**src/rtl/paralelo_serial_tx_if.sv**
```systemverilog
// ============================================================================
// Module      : paralelo_serial_tx_if
// Description : Byte handshake and serial-side signals of the PHY transmitter.
// Revision    : 1.0 - initial release
// ============================================================================
`default_nettype none

interface paralelo_serial_tx_if #(
  parameter int WIDTH = 8
);
  logic [WIDTH-1:0] data_in;
  logic             valid_in;
  logic             ready;
  logic             data_out;
  logic             active;
  logic             symbol_start;

  modport master (
    output data_in, valid_in,
    input  ready, data_out, active, symbol_start
  );

  modport slave (
    input  data_in, valid_in,
    output ready, data_out, active, symbol_start
  );
endinterface

`default_nettype wire

```
**src/rtl/paralelo_serial_tx.sv**
```systemverilog
// ============================================================================
// Module      : paralelo_serial_tx
// Description : Parallel-to-serial PHY transmitter: comma sync, then MSB-first
//               bytes from a one-entry holding register, COM fill when idle.
// Revision    : 1.0 - initial release
// ============================================================================
`default_nettype none

module paralelo_serial_tx #(
  parameter int               WIDTH      = 8,
  parameter logic [WIDTH-1:0] COM_SYMBOL = 8'hBC,
  parameter int               SYNC_COUNT = 4
) (
  input  wire logic              clk_32f,
  input  wire logic              reset,
  paralelo_serial_tx_if.slave    bus
);

  localparam int              c_CW        = (WIDTH > 1) ? $clog2(WIDTH) : 1;
  localparam logic [c_CW-1:0] c_BIT_TOP   = c_CW'(WIDTH - 1);
  localparam logic [3:0]      c_SYNC_LAST = 4'(SYNC_COUNT - 1);
  localparam logic [3:0]      c_SYNC_MAX  = 4'(SYNC_COUNT);

  typedef enum logic [1:0] {
    ST_RESET = 2'd0,
    ST_SYNC  = 2'd1,
    ST_RUN   = 2'd2
  } state_t;

  state_t            r_state, w_state_nxt;
  logic [WIDTH-1:0]  r_shift, w_shift_nxt;
  logic [WIDTH-1:0]  r_hold, w_hold_nxt;
  logic              r_hold_full, w_hold_full_nxt;
  logic [c_CW-1:0]   r_bit_cnt, w_bit_cnt_nxt;
  logic [3:0]        r_sync_cnt, w_sync_cnt_nxt;
  logic              r_active, w_active_nxt;
  logic              r_ready, w_ready_nxt;
  logic              r_sym_start, w_sym_start_nxt;
  logic [WIDTH-1:0]  w_sym;
  logic              w_load;
  logic              w_accept;

  always_ff @(posedge clk_32f) begin
    if (reset) begin
      r_state     <= ST_RESET;
      r_shift     <= '0;
      r_hold      <= '0;
      r_hold_full <= 1'b0;
      r_bit_cnt   <= c_BIT_TOP;
      r_sync_cnt  <= '0;
      r_active    <= 1'b0;
      r_ready     <= 1'b0;
      r_sym_start <= 1'b0;
    end else begin
      r_state     <= w_state_nxt;
      r_shift     <= w_shift_nxt;
      r_hold      <= w_hold_nxt;
      r_hold_full <= w_hold_full_nxt;
      r_bit_cnt   <= w_bit_cnt_nxt;
      r_sync_cnt  <= w_sync_cnt_nxt;
      r_active    <= w_active_nxt;
      r_ready     <= w_ready_nxt;
      r_sym_start <= w_sym_start_nxt;
    end
  end

  always_comb begin
    w_state_nxt     = r_state;
    w_sync_cnt_nxt  = r_sync_cnt;
    w_active_nxt    = r_active;
    w_hold_nxt      = r_hold;
    w_hold_full_nxt = r_hold_full;
    w_sym           = COM_SYMBOL;
    // The first edge out of reset is a load edge so symbols start immediately.
    w_load          = (r_state == ST_RESET) || (r_bit_cnt == '0);
    w_accept        = bus.valid_in && r_ready;

    if (w_load && (r_state == ST_RUN) && r_hold_full) begin
      w_sym           = r_hold;
      w_hold_full_nxt = 1'b0;
    end
    // Accepted bytes only ever land in the holding register.
    if (w_accept) begin
      w_hold_nxt      = bus.data_in;
      w_hold_full_nxt = 1'b1;
    end

    if (w_load) begin
      w_shift_nxt     = w_sym;
      w_bit_cnt_nxt   = c_BIT_TOP;
      w_sym_start_nxt = 1'b1;
    end else begin
      w_shift_nxt     = {r_shift[WIDTH-2:0], 1'b0};
      w_bit_cnt_nxt   = r_bit_cnt - c_CW'(1);
      w_sym_start_nxt = 1'b0;
    end

    case (r_state)
      ST_RESET: w_state_nxt = ST_SYNC;
      ST_SYNC: begin
        if (w_load) begin
          if (r_sync_cnt < c_SYNC_MAX) begin
            w_sync_cnt_nxt = r_sync_cnt + 4'd1;
          end
          if (r_sync_cnt == c_SYNC_LAST) begin
            w_state_nxt  = ST_RUN;
            w_active_nxt = 1'b1;
          end
        end
      end
      ST_RUN:  w_active_nxt = 1'b1;
      default: w_state_nxt  = ST_RESET;
    endcase

    w_ready_nxt = w_active_nxt && !w_hold_full_nxt;
  end

  assign bus.data_out     = r_shift[WIDTH-1];
  assign bus.ready        = r_ready;
  assign bus.active       = r_active;
  assign bus.symbol_start = r_sym_start;

endmodule

`default_nettype wire
```
**src/flat_wrapper.sv**
```systemverilog
// flat-port wrapper written by rule: the top's interface ports become plain ports
module paralelo_serial_tx_flat 
#(
  parameter int               WIDTH      = 8,
  parameter logic [WIDTH-1:0] COM_SYMBOL = 8'hBC,
  parameter int               SYNC_COUNT = 4
)
  (clk_32f, reset, bus_data_in, bus_valid_in, bus_ready, bus_data_out, bus_active, bus_symbol_start);
  paralelo_serial_tx_if #(.WIDTH(WIDTH)) bus_i ();
  input  wire logic clk_32f;
  input  wire logic reset;
  input wire logic [$bits(bus_i.data_in)-1:0] bus_data_in;
  input wire logic [$bits(bus_i.valid_in)-1:0] bus_valid_in;
  output wire logic [$bits(bus_i.ready)-1:0] bus_ready;
  output wire logic [$bits(bus_i.data_out)-1:0] bus_data_out;
  output wire logic [$bits(bus_i.active)-1:0] bus_active;
  output wire logic [$bits(bus_i.symbol_start)-1:0] bus_symbol_start;
  assign bus_i.data_in = bus_data_in;
  assign bus_i.valid_in = bus_valid_in;
  assign bus_ready = bus_i.ready;
  assign bus_data_out = bus_i.data_out;
  assign bus_active = bus_i.active;
  assign bus_symbol_start = bus_i.symbol_start;
  paralelo_serial_tx #(.WIDTH(WIDTH), .COM_SYMBOL(COM_SYMBOL), .SYNC_COUNT(SYNC_COUNT)) u_core (.clk_32f(clk_32f), .reset(reset), .bus(bus_i));
endmodule
```
**config.mk**
```make
export PLATFORM = sky130hd
export DESIGN_NAME = paralelo_serial_tx_flat
export DESIGN_NICKNAME = d
export VERILOG_FILES = /design/src/rtl/paralelo_serial_tx_if.sv /design/src/rtl/paralelo_serial_tx.sv /design/src/flat_wrapper.sv
export SDC_FILE = /design/constraint.sdc
export NUM_CORES = 1
export LEC_CHECK = 0
export CAP_MARGIN = 30
export CORE_ASPECT_RATIO = 2
export CORE_MARGIN = 8
export CORE_UTILIZATION = 35
export DETAILED_ROUTE_END_ITERATION = 8
export SYNTH_ARGS = -nofsm -noshare
export SYNTH_HDL_FRONTEND = slang
export SYNTH_SLANG_ARGS = --single-unit
```
**constraint.sdc**
```tcl
create_clock -name clk_32f -period 3.32 [get_ports clk_32f]
set_input_delay 0.498 -clock clk_32f [delete_from_list [all_inputs] [get_ports clk_32f]]
set_output_delay 0.498 -clock clk_32f [all_outputs]
set_load 0.01 [all_outputs]
```
## Yosys cells after proc, flatten, opt, wreduce, memory -nomap -nowiden

Cells that the tools add are included.

| storage, ports and cells | value |
|---|---|
| output and inout port bits | 4 |
| memories | 0 |
| memory bits (writable) | 0 |
| ROM bits | 0 |
| logic and storage cells | 44 |
| register bits after elaboration | 29 |
| bits of input ports | 11 |
| latch bits | 0 |

| cells by class | value |
|---|---|
| mux-type cells | 11 |
| reduce and logical (&&, ||, !) cells | 12 |
| equal/unequal tests | 5 |
| shifts and indexed selects | 0 |
| $lt $le $gt $ge | 1 |
| multipliers | 0 |
| $add $sub $neg | 2 |
| divide/modulo/power cells | 0 |
| bitwise operators | 3 |

Operators with widths:

| cell | count |
|---|---|
| $mux 8 | 2 |
| $pmux 2 s3 | 1 |
| $reduce_and 3->1 | 2 |
| $mux 1 | 5 |
| $add 4x1->4 const B | 1 |
| $eq 4x2->1 const B | 1 |
| $logic_and 1x1->1 | 4 |
| $lt 4x3->1 const B | 1 |
| $mux 2 | 2 |
| $ne 2x1->1 const B | 2 |
| $logic_not 3->1 | 1 |
| $not 1->1 | 3 |
| $reduce_or 3->1 | 1 |
| $sub 3x1->3 const B | 1 |
| $eq 2x1->1 const B | 1 |
| $eq 2x2->1 const B | 1 |
| $logic_not 2->1 | 1 |
| $pmux 1 s2 | 1 |
| $reduce_or 2->1 | 1 |
| $logic_not 1->1 | 1 |
| $logic_or 1x1->1 | 1 |

## Depth between registers and ports, before layout

Gate-level depths: netlist of run 1.

| logic depth | value |
|---|---|
| depth after elaboration | 8 |
| depth in mapped cells | 7 |

## Worst setup path after synthesis of run 1

Ideal clock, no wire load.

| path | value |
|---|---|
| path kind | reg2reg |
| start point | reg u_core.r_bit_cnt[0] |
| end point | reg u_core.r_sync_cnt[0] |
| data arrival time | 1444 ps |
| stages on the path, launching flop included | 7 |
| slack | 1755 ps |
| library setup time | 121 ps |
| path buffers | 0 |
| path through | dfxtp_1 > inv_1 > ha_1 > ha_1 > o21ba_2 > and3b_4 > mux2_4 |

| between the ends | value |
|---|---|
| word-level cells in the longest chain between the ends | 3 |

Ends and longest elaborated chain:

| what | RTL line | source |
|---|---|---|
| start, declared | paralelo_serial_tx.sv:34 | `logic [c_CW-1:0] r_bit_cnt, w_bit_cnt_nxt;` |
| start signal, assigned | paralelo_serial_tx.sv:49 | `r_bit_cnt <= c_BIT_TOP;` |
| start signal, assigned | paralelo_serial_tx.sv:59 | `r_bit_cnt <= w_bit_cnt_nxt;` |
| $logic_not 3->1 | paralelo_serial_tx.sv:75 | `w_load = (r_state == ST_RESET) \|\| (r_bit_cnt == '0);` |
| $logic_or 1x1->1 | paralelo_serial_tx.sv:75 |  |
| $reduce_and 3->1 (no source line) | - |  |
| end signal, assigned | paralelo_serial_tx.sv:60 | `r_sync_cnt <= w_sync_cnt_nxt;` |
| end, declared | paralelo_serial_tx.sv:35 | `logic [3:0] r_sync_cnt, w_sync_cnt_nxt;` |

No other way between the ends.
A chain may end at the register's enable or synchronous reset.

## Worst setup path after layout of run 1

| path | value |
|---|---|
| start point | reg u_core.r_ready, in the netlist u_core.bus.ready |
| end point | out bus_ready |

RTL lines:

| what | RTL line | source |
|---|---|---|
| start, declared | paralelo_serial_tx.sv:37 | `logic r_ready, w_ready_nxt;` |
| start signal, assigned | paralelo_serial_tx.sv:62 | `r_ready <= w_ready_nxt;` |
| end, declared | flat_wrapper.sv:14 | `output wire logic [$bits(bus_i.ready)-1:0] bus_ready;` |

No word-level cell between the ends.

==> results.yml, run 1 <==
synth:
  ys_seq_area_share_pct: 50.5
  synth-seq-cells: 29
  ys_top_cells_by_count: "dfxtp_1, nand2_1, a21oi_1"
  yosysTopAreaCell: "dfxtp_1"
  netlist_top_cells_area: "dfxtp_1, ha_1, a21oi_1, nand2_1, nor2_1"
  synth_most_common_cell: "dfxtp_1"
  synth_edf_count: 0
  async_flop_share_pct: 0
  syn_area_per_cell_um2: 9.12
  synth_warnings: 0
  synthCells: 126
  synth_top_area_share_pct: 50.5
  synth.distinct_cells: 25
  syn-num-nets: 144
  synth-main-ff-cell: "dfxtp_1"
  netlist_area_um2: 1150
detailed_routing:
  wl_per_cell_um: 14.6
  vias: 910
  drtAntennaViolNets: 0
  dr.pass1.iters: 4
  drt_iter0_drc: 28
  viasPerCell: 5.26
  wirelength_um: 2520
  drc: 0
layout:
  areaGrowthSynthToFinish_pct: 20.3
  layout-drive-gt1-share_pct: 7.04
  layout.nets: 159
  diodes: 0
placed_design:
  hpwl_um: 1810
  port_buffers: 14
  place_congestion: 0.754
grt:
  gr-usage-all-layers_pct: 10.3
  grt_pass1_wl_um: 4400
  grt_max_degree: 30
  antenna_found_initial: 0
  grt_pass1_vias: 1003
  gr-total-overflow: 0
worst_setup_path:
  start_kind: "flop"
  r2r-end: "u_core.r_sync_cnt[0]$_SDFFE_PP0P_"
  r2r_slack_ps: 1650
  r2r-start: "u_core.r_bit_cnt[0]$_SDFF_PP1_"
  cp_max_fo: 11
  crit_family: "buffers and inverters"
  slowest_delay_ps: 620
  crit_required_ps: 2820
  rr_worst_depth: 6
  path_cells: "clkdlybuf4s50_1"
  worstPathArrival_ps: 1440
  cp_slowest_cell: "clkdlybuf4s50_1"
  path_class: "flop to output pin"
  path_depth: 1
  cp-end-kind: "output pin"
  path_buf_inv: 1
flow_run:
  cap_violations: 0
sta:
  min_period_ps: 1930
  maxSlewViolCount: 0
  fin_crit_sh_pct: 58.3
  fmax_mhz: 517
  whs_ps: 381
  rsz0062_at_grt: "no"
  finalSetupViolations: 0
  slew_headroom_pct: 32.0
  finClkSkew_ps: 1.38
  finalHoldViolCount: 0
  worstMarginPinSlew_ps: 1020
  fin_tns_setup_ps: 0
power:
  power.density_nw_per_um2: 581
  p_leak_uw: 0.000540
  vdd_drop_max_mv: 0.367
die:
  die_h_um: 97.0
  die_width_um: 56.5
  dieArea_um2: 5480
  coreArea_um2: 3160
  num_rows: 29
  io_pins: 15
  start_util_pct: 36.4
clock_tree:
  root_buffer: "clkbuf_8"
  clock_latency_ps: 280
  clock_sinks: 29
  htreeDepth: 2
  clkTransAtPathRegs_ps: 60
  cts_setup_buffers: 0
  cts_tree: "yes"
  cts_resized: 0
  ctsHoldBuffers: 0
  numCtsBuffers: 5
  cts_max_path_buffers: 2
worst_hold_path:
  hold_depth: 1
  min_to: "u_core.r_bit_cnt[0]$_SDFF_PP1_"
  hp-class: "flop to flop"
  min-delay-start: "u_core.r_bit_cnt[0]$_SDFF_PP1_"
run_status:
  status: "completed"
[layer usage]
metal / wire (um) / track usage, %
met5: 0 / 0
met4: 67 / 6.15
met3: 117 / 4.58
met2: 1350 / 17.8
met1: 982 / 9.18
[power by group]
| group | internal [uW] | total [uW] | leakage [uW] | switching (uW) |
|---|---|---|---|---|
| sequential | 375 | 387 | 0.000237 | 12.2 |
| combinational | 70.1 | 146 | 0.000259 | 76.2 |
| clock | 145 | 269 | 0.0000450 | 125 |
| total | 589 | 803 | 0.000540 | 213 |
[worst max path at each step]
stage	startpoint	slack [ps]	endpoint
4_1_cts	u_core.bus.ready$_SDFF_PP0_	1360	bus_ready
3_5_place_dp	reset	1160	u_core.r_sync_cnt[0]$_SDFFE_PP0P_
3_3_place_gp	reset	1240	u_core.r_sync_cnt[0]$_SDFFE_PP0P_
6_report	u_core.bus.ready$_SDFF_PP0_	1390	bus_ready
2_1_floorplan	u_core.r_bit_cnt[0]$_SDFF_PP1_	1750	u_core.r_sync_cnt[0]$_SDFFE_PP0P_
5_1_grt	u_core.bus.ready$_SDFF_PP0_	1320	bus_ready
[cell usage in the layout, fill, tap and decap left out, drive strengths merged]
master         instances
nand2b                 5
a22oi                  1
inv                    5
mux2i                  2
nor2b                  3
and4                   1
a221o                  1
o211ai                 1
nand4                  3
dfxtp                 29
nor3                   1
nor2                  12
mux2                   1
a31oi                  3
o21ba                  1
o21ai                  1
clkbuf                 6
nand2                 15
and3b                  1
clkdlybuf4s50         14
nand3                  8
clkinv                 2
a21oi                 13
ha                     7
o22ai                  5
or2                    1
[kinds of logic after synthesis]
kind of cell	synth area share [%]
DFF	50.5
AOI/OAI and AO/OA	13.5
buffers and inverters	4.14
adders and majority gates	7.62
muxes	3.05
and+or+nand+nor	21.1
[final cells by class]
cell class              instances  area (um2)
clock buffers                   6        72.6
inverters                       5        18.8
clock inverters                 2        10.0
repair buffers                 14         140
well taps                      31        38.8
flip-flops and latches         29         581
multi-input cells              86         520
fillers                       306        1780
[registers in the layout, summed over array words and instances (netlist names)]
signal / cells
u_core.bus.active: 1
u_core.bus.ready: 1
u_core.bus.symbol_start: 1
u_core.r_bit_cnt: 3
u_core.r_hold: 8
u_core.r_hold_full: 1
u_core.r_shift: 8
u_core.r_state: 2
u_core.r_sync_cnt: 4
[stage by stage]
| step | setup slack, ps | utilization (%) | instances | cell area, um2 | total power, uW |
|---|---|---|---|---|---|
| floorplan | 1750 | - | 126 | 1150 | 495 |
| global placement | 1240 | 41.1 | 165 | 1300 | 533 |
| detailed placement | 1160 | 41.1 | 165 | 1300 | 542 |
| CTS | 1360 | 43.8 | 173 | 1380 | 818 |
| global route | 1320 | 43.8 | 173 | 1380 | 850 |
| finish | 1390 | 43.8 | 173 | 1380 | 803 |
Power figures use the tool's default switching activity.
==> run 2: changes to the inputs <==
==> constraint.sdc (replaced) <==
create_clock -name clk_32f -period 1.6 [get_ports clk_32f]
set_input_delay 0.24 -clock clk_32f [delete_from_list [all_inputs] [get_ports clk_32f]]
set_output_delay 0.24 -clock clk_32f [all_outputs]
set_load 0.01 [all_outputs]
==> run 2 against run 1 <==
- flip-flop and latch count did not move
- worst hold slack improved by 4.6 ps
- first-iteration DRC count fell by 18%
- final cell count rose by 4.0%
- design area rose by 7.3%
- critical endpoint is now u_core.r_sync_cnt[0]$_SDFFE_PP0P_
- core utilization rose by 3.2 points
- global-route usage fell by 0.26 points
- sequential power rose by 110%
- combinational power rose by 130%
==> results.yml, run 2 (synthesized netlist as in run 1, its figures left out) <==
run_status:
  status: "completed"
layout:
  layout-drive-gt1-share_pct: 15.4
  layout.nets: 166
  final_util_pct: 47.0
  areaGrowthSynthToFinish_pct: 29.1
  diodes: 0
  top_regs: "u_core.r_hold (8), u_core.r_shift (8), u_core.r_sync_cnt (4)"
  final_common_cell: "dfxtp_1"
  most-common-layout-cells: "dfxtp_1, nand2_1, clkdlybuf4s50_1"
  fin_area_um2: 1480
  layoutNonFillerInstCount: 180
  fill_cells: 296
power:
  vdd_drop_max_mv: 0.660
  p_leak_uw: 0.000589
  intPower_uw: 1350
  power_frac_seq_pct: 44.4
  power.density_nw_per_um2: 1210
  switching_share_pct: 25.2
  p_total_uw: 1800
  power_switching_uw: 454
  clkPwrFrac_pct: 36.6
  combPwrFrac_pct: 19.1
worst_setup_path:
  worstPathArrival_ps: 1740
  cp_slowest_cell: "dfxtp_2"
  rr_worst_depth: 6
  start_kind: "flop"
  crit_required_ps: 1770
  cp_max_fo: 5
  cp-end-kind: "flop"
  cp_common_cell: "ha_2"
  path_cells: "inv_1, ha_2, ha_2, o21ba_4, and3b_4, mux2_4"
  path_class: "flop to flop"
  slowest_delay_ps: 320
detailed_routing:
  drc: 0
  wl_per_cell_um: 13.6
  vias: 932
  viasPerCell: 5.18
  wirelength_um: 2450
  drtAntennaViolNets: 0
  drt_iter0_drc: 23
  dr.pass1.iters: 4
sta:
  slew_headroom_pct: 78.7
  finalHoldViolCount: 0
  min_period_ps: 1570
  maxSlewViolCount: 0
  finClkSkew_ps: 5.47
  fmax_mhz: 637
  rsz0062_at_grt: "no"
  finalSetupViolations: 0
  fin_crit_sh_pct: 98.1
  worstMarginPinSlew_ps: 318
  setup_ws_ps: 30.1
placed_design:
  placed_cell_area_um2: 1360
  dp.cells: 172
  dp_slack_ps: -28.5
  place_congestion: 0.724
  hpwl_um: 1810
  port_buffers: 14
die:
  die_width_um: 56.5
  die_h_um: 97.0
  dieArea_um2: 5480
  start_util_pct: 36.4
  num_rows: 29
  coreArea_um2: 3160
  io_pins: 15
clock_tree:
  root_buffer: "clkbuf_8"
  htreeDepth: 2
  cts_max_path_buffers: 2
  clock_latency_ps: 280
  numCtsBuffers: 5
  cts_setup_buffers: 0
  cts_tree: "yes"
  ctsHoldBuffers: 0
  clkTransAtPathRegs_ps: 60
  clock_sinks: 29
grt:
  grt_max_degree: 30
  gr-usage-all-layers_pct: 9.99
  antenna_found_initial: 0
  grt_pass1_vias: 965
  grt_pass1_wl_um: 4300
  gr-total-overflow: 0
flow_run:
  cap_violations: 0
worst_hold_path:
  hp-class: "flop to flop"
  hold_depth: 1
run 2: cell type report:
type                    instances  area (um2)  area share (%)
inverters                       5        18.8            1.27
clock inverters                 1        5.00           0.338
flip-flops and latches         29         582            39.2
well taps                      31        38.8            2.62
multi-input cells              86         537            36.2
repair buffers                 21         205            13.8
clock buffers                   7        96.3            6.50
run 2: what timing repair did:
item                       in CTS  in global routing
gates resized for setup         4                  2
setup endpoints to repair       5                  4
pin swaps                       0                  1
run 2: power by group through the flow:
stage / clock [uW] / combinational, uW / sequential (uW)
3_5_place_dp: 0 / 327 / 813
5_1_grt: 709 / 378 / 804
2_1_floorplan: 0 / 211 / 816
3_3_place_gp: 0 / 317 / 813
4_1_cts: 675 / 343 / 798
6_report: 659 / 343 / 799
run 2: worst paths after layout:
check	to	slack, ps	start
worst max-delay path	u_core.r_sync_cnt[0]$_SDFFE_PP0P_	30	u_core.r_bit_cnt[0]$_SDFF_PP1_
worst min-delay path	u_core.r_bit_cnt[0]$_SDFF_PP1_	390	u_core.r_bit_cnt[0]$_SDFF_PP1_
worst max register to register	u_core.r_sync_cnt[0]$_SDFFE_PP0P_	30	u_core.r_bit_cnt[0]$_SDFF_PP1_
worst min register to register	u_core.r_bit_cnt[0]$_SDFF_PP1_	390	u_core.r_bit_cnt[0]$_SDFF_PP1_
run 2: layer usage:
metal  global-route usage (%)  up-vias  routed length, um
met5                        0        -                  0
met2                     17.6       20               1400
met4                     6.15        0                 56
li1                         -      475                  -
met1                     8.46      432                865
met3                     4.84        5                131
run 2: worst max-delay path: cells and delay by family, from the launching register on:
family          cells  cell delay (ps)
simple gates        1              190
flops               1              320
compound gates      1              240
buf+inv             1               40
fa+ha+maj           2              370
mux                 1              290
run 2: stage by stage:
step	hold slack, ps	TNS, ps
6_report	386	0
5_1_grt	394	0
4_1_cts	384	0
3_5_place_dp	369	-95.5
3_3_place_gp	368	0
2_1_floorplan	358	0
